## config.mk

```make
export PLATFORM = sky130hd
export DESIGN_NAME = trigger_surround_cache
export DESIGN_NICKNAME = d
export VERILOG_FILES = /design/src/rtl/tsc_pkg.sv /design/src/rtl/tsc_ring_buffer.sv /design/src/rtl/trigger_surround_cache.sv
export SDC_FILE = /design/constraint.sdc
export NUM_CORES = 1
export LEC_CHECK = 0
export ABC_AREA = 1
export BUFFER_PORTS_ARGS = -buffer_cell sky130_fd_sc_hd__clkbuf_2
export CAP_MARGIN = 20
export CORE_MARGIN = 2
export CORE_UTILIZATION = 53
export CTS_CLUSTER_SIZE = 40
export DETAILED_ROUTE_END_ITERATION = 10
export PLACE_DENSITY_LB_ADDON = 0.05
export SLEW_MARGIN = 40
export SYNTH_ARGS = -nofsm -noshare
export SYNTH_HDL_FRONTEND = slang
export SYNTH_HIERARCHICAL = 1
export SYNTH_SLANG_ARGS = --single-unit
```

## constraint.sdc

```tcl
create_clock -name clk -period 5 [get_ports clk]
set_clock_uncertainty 0.2 [all_clocks]
set_input_delay 1.5 -clock clk [delete_from_list [all_inputs] [get_ports clk]]
set_output_delay 1.5 -clock clk [all_outputs]
set_load 0.01 [all_outputs]
```

## src/rtl/tsc_pkg.sv

```systemverilog
// Shared constants and state encoding for the trigger surround cache.
package tsc_pkg;

  // Ring depth in samples; half of it holds history captured before the trigger.
  localparam int DEPTH = 32;
  localparam int PRE   = DEPTH / 2;

  // Default trigger threshold; a sample must exceed it to fire.
  localparam logic [7:0] TRIG_LVL_DEFAULT = 8'd200;

  typedef enum logic [3:0] {
    ST_IDLE      = 4'd0,
    ST_RUNNING   = 4'd1,
    ST_TRIGGERED = 4'd2,
    ST_DONE      = 4'd3,
    ST_SENDING   = 4'd4
  } state_t;

endpackage

```

## src/rtl/tsc_ring_buffer.sv

```systemverilog
// DEPTH x 8 sample store with one write port and one combinational read port.
// Every entry clears on reset, so the store is built from flops.
module tsc_ring_buffer #(
  parameter int DEPTH = tsc_pkg::DEPTH,
  parameter int AW    = $clog2(DEPTH)
) (
  input  logic          clk,
  input  logic          reset,
  input  logic          wr_en,
  input  logic [AW-1:0] wr_addr,
  input  logic [7:0]    wr_data,
  input  logic [AW-1:0] rd_addr,
  output logic [7:0]    rd_data
);

  logic [DEPTH-1:0][7:0] mem;

  generate
    for (genvar gi = 0; gi < DEPTH; gi++) begin : g_entry
      // Each entry loads when the write port addresses it; cleared on reset.
      always_ff @(posedge clk or negedge reset) begin
        if (!reset) begin
          mem[gi] <= 8'd0;
        end else if (wr_en && (wr_addr == AW'(gi))) begin
          mem[gi] <= wr_data;
        end
      end
    end
  endgenerate

  assign rd_data = mem[rd_addr];

endmodule

```

## src/rtl/trigger_surround_cache.sv

```systemverilog
// Captures ADC samples into a ring, freezes it PRE-1 samples after a trigger,
// then streams the window (oldest byte first, MSB first) on sd.
module trigger_surround_cache #(
  parameter logic [7:0] TRIG_LVL = tsc_pkg::TRIG_LVL_DEFAULT,
  parameter int         DEPTH    = tsc_pkg::DEPTH
) (
  input  logic        clk,
  input  logic        reset,
  input  logic        start,
  input  logic [7:0]  adc_data,
  input  logic        req,
  input  logic        sbf,
  output logic        rdy,
  output logic        trd,
  output logic        cd,
  output logic [31:0] trigtm,
  output logic        sd,
  output logic [3:0]  current_state
);
  import tsc_pkg::*;

  localparam int PRE = DEPTH / 2;
  localparam int AW  = $clog2(DEPTH);
  localparam int BW  = AW + 3;

  state_t          state, state_next;
  logic [31:0]     timer;
  logic [AW-1:0]   wptr, tptr, rd_base, post_cnt, rd_addr;
  logic [BW-1:0]   bit_cnt;
  logic [7:0]      rd_data;
  logic            accept, fire, post_last, last_bit;

  // Status flags are pure decodes of the state, so they clear with it.
  assign rdy           = (state == ST_RUNNING) || (state == ST_TRIGGERED);
  assign trd           = (state == ST_TRIGGERED) || (state == ST_DONE) || (state == ST_SENDING);
  assign cd            = (state == ST_DONE) || (state == ST_SENDING);
  assign current_state = state;

  assign accept    = req && rdy;
  assign fire      = (state == ST_RUNNING) && accept && (adc_data > TRIG_LVL);
  // The sample that brings the post-count to PRE-1 completes the window.
  assign post_last = (state == ST_TRIGGERED) && accept && (post_cnt == AW'(PRE - 2));
  assign last_bit  = (bit_cnt == {BW{1'b1}});

  // Upper bits of the bit counter step through bytes; lower three pick the bit.
  assign rd_addr = rd_base + bit_cnt[BW-1:3];
  assign sd      = (state == ST_SENDING) ? rd_data[3'd7 - bit_cnt[2:0]] : 1'b0;

  tsc_ring_buffer #(
    .DEPTH (DEPTH),
    .AW    (AW)
  ) u_ring (
    .clk     (clk),
    .reset   (reset),
    .wr_en   (accept),
    .wr_addr (wptr),
    .wr_data (adc_data),
    .rd_addr (rd_addr),
    .rd_data (rd_data)
  );

  // State register.
  always_ff @(posedge clk or negedge reset) begin
    if (!reset) state <= ST_IDLE;
    else        state <= state_next;
  end

  // Next-state decode; start is only honoured in IDLE, sbf only in DONE.
  always_comb begin
    state_next = state;
    case (state)
      ST_IDLE:      if (start)     state_next = ST_RUNNING;
      ST_RUNNING:   if (fire)      state_next = ST_TRIGGERED;
      ST_TRIGGERED: if (post_last) state_next = ST_DONE;
      ST_DONE:      if (sbf)       state_next = ST_SENDING;
      ST_SENDING:   if (last_bit)  state_next = ST_IDLE;
      default:                     state_next = ST_IDLE;
    endcase
  end

  // Timer, write pointer, trigger capture and serialiser counters.
  always_ff @(posedge clk or negedge reset) begin
    if (!reset) begin
      timer    <= 32'd0;
      wptr     <= '0;
      tptr     <= '0;
      post_cnt <= '0;
      trigtm   <= 32'd0;
      rd_base  <= '0;
      bit_cnt  <= '0;
    end else begin
      timer <= timer + 32'd1;
      if (accept) wptr <= wptr + 1'b1;
      if (fire) begin
        trigtm   <= timer;
        tptr     <= wptr;
        post_cnt <= '0;
      end else if ((state == ST_TRIGGERED) && accept) begin
        post_cnt <= post_cnt + 1'b1;
      end
      if ((state == ST_DONE) && sbf) begin
        // Oldest retained sample sits PRE slots before the trigger (mod DEPTH).
        rd_base <= tptr - AW'(PRE);
        bit_cnt <= '0;
      end else if (state == ST_SENDING) begin
        bit_cnt <= bit_cnt + 1'b1;
      end
    end
  end

endmodule

```

**Yosys cells after proc, flatten, opt, wreduce, memory -nomap -nowiden**

Index checks and enable logic that the tools add are counted.

- Add/subtract/negate cells: 7
- Order comparisons: 3
- Equality and inequality tests: 42
- Mux-type cells: 15
- Reductions and logical operators: 47

Operators by type and width:

| operator | number |
|---|---|
| equality test 5 bit (second input constant) | 16 |
| equality test 5 x 4 -> 1 bit (second input constant) | 9 |
| binary-select mux 8 bit (select 5 bit) | 1 |
| logical AND 1 bit | 38 |
| adder 32 x 1 -> 32 bit (second input constant) | 1 |
| 2-to-1 mux 8 bit | 3 |
| equality test 5 x 3 -> 1 bit (second input constant) | 4 |
| 2-to-1 mux 4 bit | 5 |
| case mux 4 bit (5 select lines) | 1 |
| adder 5 x 1 -> 5 bit (second input constant) | 2 |
| equality test 5 x 2 -> 1 bit (second input constant) | 2 |
| 2-to-1 mux 5 bit | 2 |
| != test 2 bit (second input constant) | 5 |
| adder 8 x 1 -> 8 bit (second input constant) | 1 |
| equality test 4 x 2 -> 1 bit (second input constant) | 2 |
| equality test 8 bit (second input constant) | 1 |
| greater-than comparator 8 bit (second input constant) | 1 |
| less-than comparator 5 x 6 -> 1 bit (second input constant) | 1 |
| adder 5 bit | 1 |
| equality test 5 x 1 -> 1 bit (second input constant) | 1 |
| logical NOT 5 bit | 1 |
| AND reduction 5 bit | 1 |
| subtractor 5 bit (second input constant) | 1 |
| equality test 4 x 1 -> 1 bit (second input constant) | 1 |
| other kinds (8) | 13 |

- Bits in registers: 352
- Logic and storage cells: 154

**Logic depth before layout (Yosys ltp)**

Gate-level depths: netlist of run 1.

- Depth in word-level cells: 7
- Mapped depth: 18
- Depth with buffers taken out: 16

**Cells and area by module**

The synthesis of run 1 kept the hierarchy.

Modules (own cells, without submodules):

| module | instances | cells an instance | area each (um^2) |
|---|---|---|---|
| tsc_ring_buffer | 1 | 1506 | 11896.4 |
| trigger_surround_cache | 1 | 580 | 4774.6 |

**Worst setup path before layout of run 1**

OpenSTA, ideal clock, no wires.

- Path kind: reg2out
- Start: reg bit_cnt[3]
- End: out sd
- Data arrival time: 2.498 ns
- Data required time: 3.300 ns
- Path slack: 0.802 ns
- Stages on the path, launching flop included: 19
- Buffers on the path: 2
- Cells stage by stage: dfrtp_1 -> ha_1 -> fa_1 -> xor2_1 -> clkbuf_1 -> inv_1 -> clkbuf_1 -> nand3_1 -> nand2_1 -> nand2_1 -> nand2_1 -> nand2_1 -> nand2_1 -> nor2_1 -> nor2_1 -> o21ai_0 -> o211ai_1 -> nand2_1 -> nor2_1

- Cells in the longest elaborated chain, start to end: 6

RTL lines:

| item | RTL line | RTL |
|---|---|---|
| from (decl) | trigger_surround_cache.sv:29 | `logic [BW-1:0] bit_cnt;` |
| from (signal assigned) | trigger_surround_cache.sv:106 | `bit_cnt <= bit_cnt + 1'b1;` |
| adder 5 bit | trigger_surround_cache.sv:46 | `assign rd_addr = rd_base + bit_cnt[BW-1:3];` |
| net rd_addr[2] | trigger_surround_cache.sv:28 | `logic [AW-1:0] wptr, tptr, rd_base, post_cnt, rd_addr;` |
| binary-select mux 8 bit (select 5 bit) | tsc_ring_buffer.sv:31 | `assign rd_data = mem[rd_addr];` |
| 2-to-1 mux 8 bit (not written as such) | tsc_ring_buffer.sv:31 |  |
| net rd_data[3] | trigger_surround_cache.sv:30 | `logic [7:0] rd_data;` |
| binary-select mux 1 bit (select 3 bit) | trigger_surround_cache.sv:47 | `assign sd = (state == ST_SENDING) ? rd_data[3'd7 - bit_cnt[2:0]] : 1'b0;` |
| 2-to-1 mux 1 bit (not written as such) | trigger_surround_cache.sv:47 |  |
| 2-to-1 mux 1 bit | trigger_surround_cache.sv:47 |  |
| to (decl) | trigger_surround_cache.sv:17 | `output logic sd,` |

The timed path passes the listed nets, and every way through them passes these cells. The select of a mux whose other input is x is not followed.

**Worst setup path in the final report of run 1**

- Start: reg rd_base[0]
- End: out sd

- Cells in the longest elaborated chain, start to end: 6

RTL lines:

| item | RTL line | RTL |
|---|---|---|
| from (decl) | trigger_surround_cache.sv:28 |  |
| from (signal assigned) | trigger_surround_cache.sv:103 | `rd_base <= tptr - AW'(PRE);` |
| adder 5 bit | trigger_surround_cache.sv:46 |  |
| net rd_addr[2] | trigger_surround_cache.sv:28 |  |
| binary-select mux 8 bit (select 5 bit) | tsc_ring_buffer.sv:31 |  |
| 2-to-1 mux 8 bit (not written as such) | tsc_ring_buffer.sv:31 |  |
| net rd_data[4] | trigger_surround_cache.sv:30 |  |
| binary-select mux 1 bit (select 3 bit) | trigger_surround_cache.sv:47 |  |
| 2-to-1 mux 1 bit (not written as such) | trigger_surround_cache.sv:47 |  |
| 2-to-1 mux 1 bit | trigger_surround_cache.sv:47 |  |

The timed path passes the listed nets, and every way through them passes these cells. The select of a mux whose other input is x is not followed.

==> flow_metrics.py, run 1 <==
metrics = {
    "setup_path": {
        "crit_arrival_ps": 3260,
        "r2r_cells": 9,
        "cp.required_ps": 3300,
        "worst-setup-path-type": "flop to output pin",
        "r2r_end": "u_ring/mem[1]$_DFFE_PN0P_",
        "end_kind": "output pin",
        "rr_startpoint": "current_state[2]$_DFFE_PN0P_",
        "critPathLaunchType": "flop",
        "rrSetupSlack_ps": 2220,
        "path_max_fanout": 8,
        "critical_path.endpoint": "sd",
        "crit_start": "rd_base[0]$_DFFE_PN0P_",
    },
    "pwr": {
        "vdd_drop_max_mv": 0.2676,
        "p_clk_frac": 0.479,
        "p_per_area_nw_per_um2": 305.1,
        "comb_power_share": 0.026,
        "p_int_mw": 4.513,
        "seq_power_share": 0.495,
        "p_switching_mw": 1.258,
        "p_leak_nw": 8.807,
        "swShare": 0.2180,
        "p_total_mw": 5.770,
    },
    "route": {
        "drt_wl_total_um": 47810,
        "drc": 0,
        "wl_per_cell_um": 18.93,
        "drt_first_pass_iters": 5,
        "dr.first_iter.drc_count": 1369,
        "vias_per_cell": 5.637,
        "vias": 14238,
        "ant_nets": 0,
    },
    "synthesis": {
        "ys_ff_latch": 351,
        "synthCells": 2086,
        "synthTopCellsByCount": "821 x nand2_1, 351 x dfrtp_1, 245 x o21ai_0, 226 x nand3_1, 73 x inv_1",
        "postSynth.asyncResetShare": 1.000,
        "yosysWarnings": 6,
        "synth_area_per_cell_um2": 7.992,
        "synth.top_cell.area_share": 0.5269,
        "synth-edff-count": 0,
        "ys_types": 35,
        "synth.most_common_cell": "nand2_1",
        "syn_nets": 2109,
        "ys.flop_type": "dfrtp_1",
        "ys_top_cells_by_area": "dfrtp_1 53%, nand2_1 18%, o21ai_0 7.4%",
        "yosysSeqAreaShare": 0.5269,
        "syn_area_um2": 16670,
        "yosys.area.top_type": "dfrtp_1",
    },
    "final_layout": {
        "multiInputGateArea_um2": 7198,
        "nets": 2126,
        "fin_cells": 2526,
        "diodes": 0,
        "finish.utilization": 0.6150,
        "ff_latch_area_um2": 8783,
        "drive_gt1_frac": 0.1291,
        "fillers": 2800,
        "areaGrowthSynthToFinish_pct": 13.44,
        "fin_area_um2": 18910,
    },
    "cts": {
        "cts_max_path_buffers": 3,
        "clk_pin_slew_worst_paths_ps": 60,
        "cts_root_buf": "clkbuf_16",
        "clkSinkCount": 351,
        "clk_latency_ps": 520,
        "htree_levels": 2,
        "cts_hold_buf": 0,
        "tritoncts": "done",
        "numCtsBuffers": 38,
    },
    "global_routing": {
        "antenna_found_initial": 1,
        "grt_pass1_wl_um": 76450,
        "grt_util_all_layers": 0.2956,
        "grt_max_degree": 76,
        "grt.overflow.total": 0,
        "grt_pass1_vias": 13532,
    },
    "place": {
        "post-place-ws_ps": 389.4,
        "postPlaceCellArea_um2": 17200,
        "hpwl_um": 30400,
        "place_congestion": 0.9070,
        "dp.cells": 2444,
        "io_buffers": 51,
    },
    "sta": {
        "hold_slack_ps": 272.6,
        "finalCritPeriodShare": 0.9920,
        "worstMarginPinSlew_ps": 748.6,
        "setup_ws_ps": 39.99,
        "slew-limit-headroom": 0.5004,
        "rsz0062_at_grt": "true",
        "fin_crit_ps": 4960,
        "max_freq_mhz": 201.6,
        "drv_slew": 0,
        "setup_violations": 0,
        "finalHoldViolCount": 0,
        "setup_tns_ps": 0,
    },
    "floorplan": {
        "core_area_um2": 30750,
        "start_util": 0.5422,
        "die_area_um2": 32890,
        "rows": 64,
        "die_x_um": 181.4,
        "die_y_um": 181.4,
        "io-pin-count": 53,
    },
    "hold_path": {
        "hold_class": "flop to flop",
    },
    "run_status": {
        "status": "complete, no violations",
    },
    "flow_run": {
        "drv_cap": 0,
    },
}
-- power by group through the flow --
stage / Clock [mW] / Sequential [mW] / Combinational (mW)
after detailed placement: 0 / 2.91 / 0.155
after global placement: 0 / 2.91 / 0.150
after global routing: 2.93 / 2.86 / 0.169
after CTS: 2.81 / 2.86 / 0.155
final: 2.76 / 2.86 / 0.150
after floorplan: 0 / 2.91 / 0.0336
-- area by class of cell --
type,count,share of cell area
inverters,87,0.01766
clock inverters,11,0.004697
flip-flops and latches,351,0.4644
multi-input cells,1528,0.3806
clock buffers,56,0.06027
repair buffers,97,0.04611
well taps,396,0.02620
-- layer usage --
layer  vias to the layer above  routed length, µm  GRT usage
met1                      6900              22080     0.4407
met4                         2               1328    0.08846
met3                        89               3133    0.03890
li1                       6744                  -          -
met5                         -                 13          0
met2                       503              21250     0.4532
-- how the worst min path moves through the flow --
stage / startpoint / endpoint / slack [ps] / depth (start not counted)
global route: u_ring/mem[247]$_DFFE_PN0P_ / u_ring/mem[247]$_DFFE_PN0P_ / 300 / 2
finish: timer[30]$_DFF_PN0_ / timer[30]$_DFF_PN0_ / 270 / 2
floorplan: tptr[4]$_DFFE_PN0P_ / rd_base[4]$_DFFE_PN0P_ / 240 / 1
CTS: timer[30]$_DFF_PN0_ / timer[30]$_DFF_PN0_ / 270 / 2
detailed placement: timer[30]$_DFF_PN0_ / timer[30]$_DFF_PN0_ / 260 / 2
global placement: timer[30]$_DFF_PN0_ / timer[30]$_DFF_PN0_ / 250 / 2
-- kinds of logic after synthesis --
logic type,count (synthesis),synth area share
DFF,351,0.5269
xor gates and xnor gates,25,0.01313
buffers and inverters,207,0.05756
adders and majority gates,10,0.007956
AOI/OAI and AO/OA,315,0.09509
other,1,0.0002249
and+or+nand+nor,1177,0.2992
-- layout by cell type (no fill, tap or decap), types with 12 or more instances in the layout --
cell type	netlist	routed
nand3_1	226	206
dfrtp_1	351	351
o21ai_0	245	241
clkbuf_16	0	40
nor2_1	65	61
nor3_1	12	12
xor2_1	23	21
inv_1	73	68
buf_4	2	26
nand2_1	821	803
clkbuf_2	0	49
o21ai_1	61	63
inv_2	14	16
nand3_2	3	17
nand2_2	15	31
-- registers in the layout (all words and copies together) (netlist names) --
| name | cells |
|---|---|
| rd_base | 5 |
| timer | 32 |
| post_cnt | 5 |
| tptr | 5 |
| u_ring/mem | 256 |
| trigtm | 32 |
| wptr | 5 |
| current_state | 3 |
| bit_cnt | 8 |
-- timing repair --
item | CTS | global route
gates cloned | 4 | 1
setup endpoints to repair | 1 | 1
pin swaps | 13 | 27
gates resized for setup | 26 | 45
buffers inserted | 8 | 4
-- worst max-delay path, stage by stage, from the launching register on --
cell and delay, ps:
dfrtp_1 410, ha_4 180, fa_2 380, xor2_4 180, buf_12 150, clkinvlp_4 130, buf_12 140, buf_16 150
nand3_1 90, nand2_1 110, nand2_1 60, nand2_1 70, nand2_1 50, nand2_2 70, nor2_2 40, o22ai_2 180
nor2_2 70, nor2_4 160, buf_6 120
Note: power is estimated with default switching activity, not from simulation.
==> inputs of run 2 (changes only) <==
CORE_MARGIN = not set   (was 2)
CORE_UTILIZATION = 55   (was 53)
==> run 2 against run 1 <==
Net effect: the run now ends with setup timing left; cell area increased by 0.45%; flip-flop and latch count stayed put; utilization up 2.4 points; combinational power is essentially flat; non-clock buffer count fell by 3; die area fell by 5.7%; cell count barely moved; clock power is 4% higher; highest routed layer is now met4.
==> flow_metrics.py, run 2 (synthesis results as in run 1) <==
metrics = {
    "route": {
        "dr_wl_met2_um": 22080,
        "dr.first_iter.drc_count": 1397,
        "vias_per_cell": 5.687,
        "drt_first_pass_iters": 7,
        "met1_length_um": 21810,
        "highest_layer": "met4",
        "met3_length_um": 3245,
        "drt_wl_total_um": 48830,
        "wl_per_cell_um": 19.34,
        "drc": 0,
        "vias": 14360,
        "ant_nets": 0,
    },
    "hold_path": {
        "hold_class": "flop to flop",
        "hp-start": "timer[30]$_DFF_PN0_",
        "min_to": "timer[30]$_DFF_PN0_",
        "min_path_cells": 2,
    },
    "flow_run": {
        "drv_cap": 0,
    },
    "setup_path": {
        "end_kind": "output pin",
        "r2r_end": "u_ring/mem[6]$_DFFE_PN0P_",
        "worstPathCellList": "ha_4 -> fa_2 -> buf_12 -> inv_12 -> clkbuf_16 -> nand3_1 -> nand3_1 -> nand2_1 -> nand2_1 -> nand2_1 -> nand2_1 -> nand2_1 -> o21ai_0 -> o22ai_1 -> nor2_1 -> nor2_2 -> buf_2",
        "cp_top_family": "simple AND/OR/NAND/NOR gates",
        "cpMostUsedCell": "nand2_1",
        "cpMaxStageDelayCell": "fa_2",
        "critPathLaunchType": "flop",
        "crit_arrival_ps": 3330,
        "r2r_cells": 9,
        "rrSetupSlack_ps": 2030,
        "path_max_fanout": 11,
        "cp.required_ps": 3300,
        "worst-setup-path-type": "flop to output pin",
        "critPathBufInv": 4,
        "max_stage_delay_ps": 600,
        "rr_startpoint": "current_state[2]$_DFFE_PN0P_",
    },
    "pwr": {
        "p_total_mw": 5.890,
        "p_clk_frac": 0.489,
        "p_leak_nw": 8.900,
        "vdd_drop_max_mv": 0.2358,
        "comb_power_share": 0.025,
        "p_switching_mw": 1.309,
        "p_int_mw": 4.581,
        "p_per_area_nw_per_um2": 310.0,
        "swShare": 0.2222,
        "seq_power_share": 0.485,
    },
    "cts": {
        "cts_hold_buf": 0,
        "clk_latency_ps": 530,
        "clkSinkCount": 351,
        "tritoncts": "done",
        "clk_pin_slew_worst_paths_ps": 60,
        "cts_root_buf": "clkbuf_16",
        "htree_levels": 2,
        "numCtsBuffers": 40,
        "cts_max_path_buffers": 3,
    },
    "global_routing": {
        "grt_util_all_layers": 0.3072,
        "grt_pass1_wl_um": 74520,
        "grt.overflow.total": 0,
        "antenna_found_initial": 0,
        "grt_pass1_vias": 13390,
        "grt_max_degree": 99,
    },
    "floorplan": {
        "die_y_um": 176.1,
        "core_area_um2": 29720,
        "start_util": 0.5610,
        "die_area_um2": 31010,
        "rows": 63,
        "die_x_um": 176.1,
        "io-pin-count": 53,
    },
    "place": {
        "dp.cells": 2434,
        "place_congestion": 0.9267,
        "hpwl_um": 29680,
        "io_buffers": 51,
        "postPlaceCellArea_um2": 17180,
    },
    "sta": {
        "hold_slack_ps": 277.9,
        "setup_violations": 1,
        "max_freq_mhz": 198.9,
        "slew-limit-headroom": 0.5018,
        "setup_tns_ps": -27.72,
        "finalHoldViolCount": 0,
        "setup_ws_ps": -27.72,
        "worstMarginPinSlew_ps": 746.5,
        "rsz0062_at_grt": "true",
        "fin_crit_ps": 5028,
        "drv_slew": 0,
        "finalCritPeriodShare": 1.006,
    },
    "final_layout": {
        "reg_top3": "u_ring/mem: 256 flops, timer: 32 flops, trigtm: 32 flops",
        "fin_area_um2": 19000,
        "ff_latch_area_um2": 8785,
        "fillers": 2602,
        "final_cell_mix": "811 x nand2_1, 350 x dfrtp_1, 243 x o21ai_0",
        "nets": 2126,
        "regMostFlops": "u_ring/mem",
        "fin_cells": 2525,
        "diodes": 0,
        "areaGrowthSynthToFinish_pct": 13.95,
        "layout_commonest_cell": "nand2_1",
        "largest_reg_flops": 256,
        "drive_gt1_frac": 0.1246,
        "multiInputGateArea_um2": 7116,
    },
    "run_status": {
        "violations": "setup timing",
        "status": "finished, violations left",
    },
}
-- run 2: per-stage QoR --
stage / worst slack, ps / util
floorplan: 801.6 / -
global placement: 540.2 / 0.5770
detailed placement: 540.5 / 0.5780
CTS: 27.40 / 0.6217
global route: -132.4 / 0.6393
finish: -27.72 / 0.6393
-- run 2: layout make-up --
cell class              count  area share
inverters                  87     0.01791
multi-input cells        1528      0.3746
flip-flops and latches    351      0.4624
clock buffers              61     0.06270
clock inverters            13    0.005533
well taps                 390     0.02569
repair buffers             94     0.05071
repair inverters            1   0.0004610
-- run 2: repair_timing --
action	4_1_cts	5_1_grt
endpoints found under the setup margin	1	1
pin swaps	0	28
setup buffers	0	4
resized for setup	1	57
cloned	0	13
-- run 2: how the worst max path moves through the flow --
stage	start	endpoint	slack, ps	cells after the start
after floorplan	bit_cnt[3]$_DFFE_PN0P_	sd	800	18
after global placement	bit_cnt[3]$_DFFE_PN0P_	sd	540	16
after detailed placement	bit_cnt[3]$_DFFE_PN0P_	sd	540	16
after CTS	bit_cnt[3]$_DFFE_PN0P_	sd	30	15
after global routing	bit_cnt[3]$_DFFE_PN0P_	sd	-130	17
final	bit_cnt[3]$_DFFE_PN0P_	sd	-30	17
-- run 2: worst reg2reg max path: stages, from the launching register on --
cell     delay (ps)
dfrtp_1         460
nor2_1          240
nand2_1         110
nand2_1         150
nand2_2         100
inv_2           110
inv_1            80
nor2_4          400
nand3_1         620
o21ai_0         410
-- run 2: metal layers --
layer	track usage	vias up
li1	-	6770
met1	0.4451	6954
met2	0.4815	517
met3	0.03747	119
met4	0.09891	0
met5	0	-
-- run 2: power groups by stage --
stage | sequential (mW) | combinational (mW) | clock, mW
2_1_floorplan | 2.91 | 0.0336 | 0
3_3_place_gp | 2.91 | 0.148 | 0
3_5_place_dp | 2.91 | 0.151 | 0
4_1_cts | 2.86 | 0.151 | 2.93
5_1_grt | 2.86 | 0.166 | 3.03
6_report | 2.86 | 0.148 | 2.88
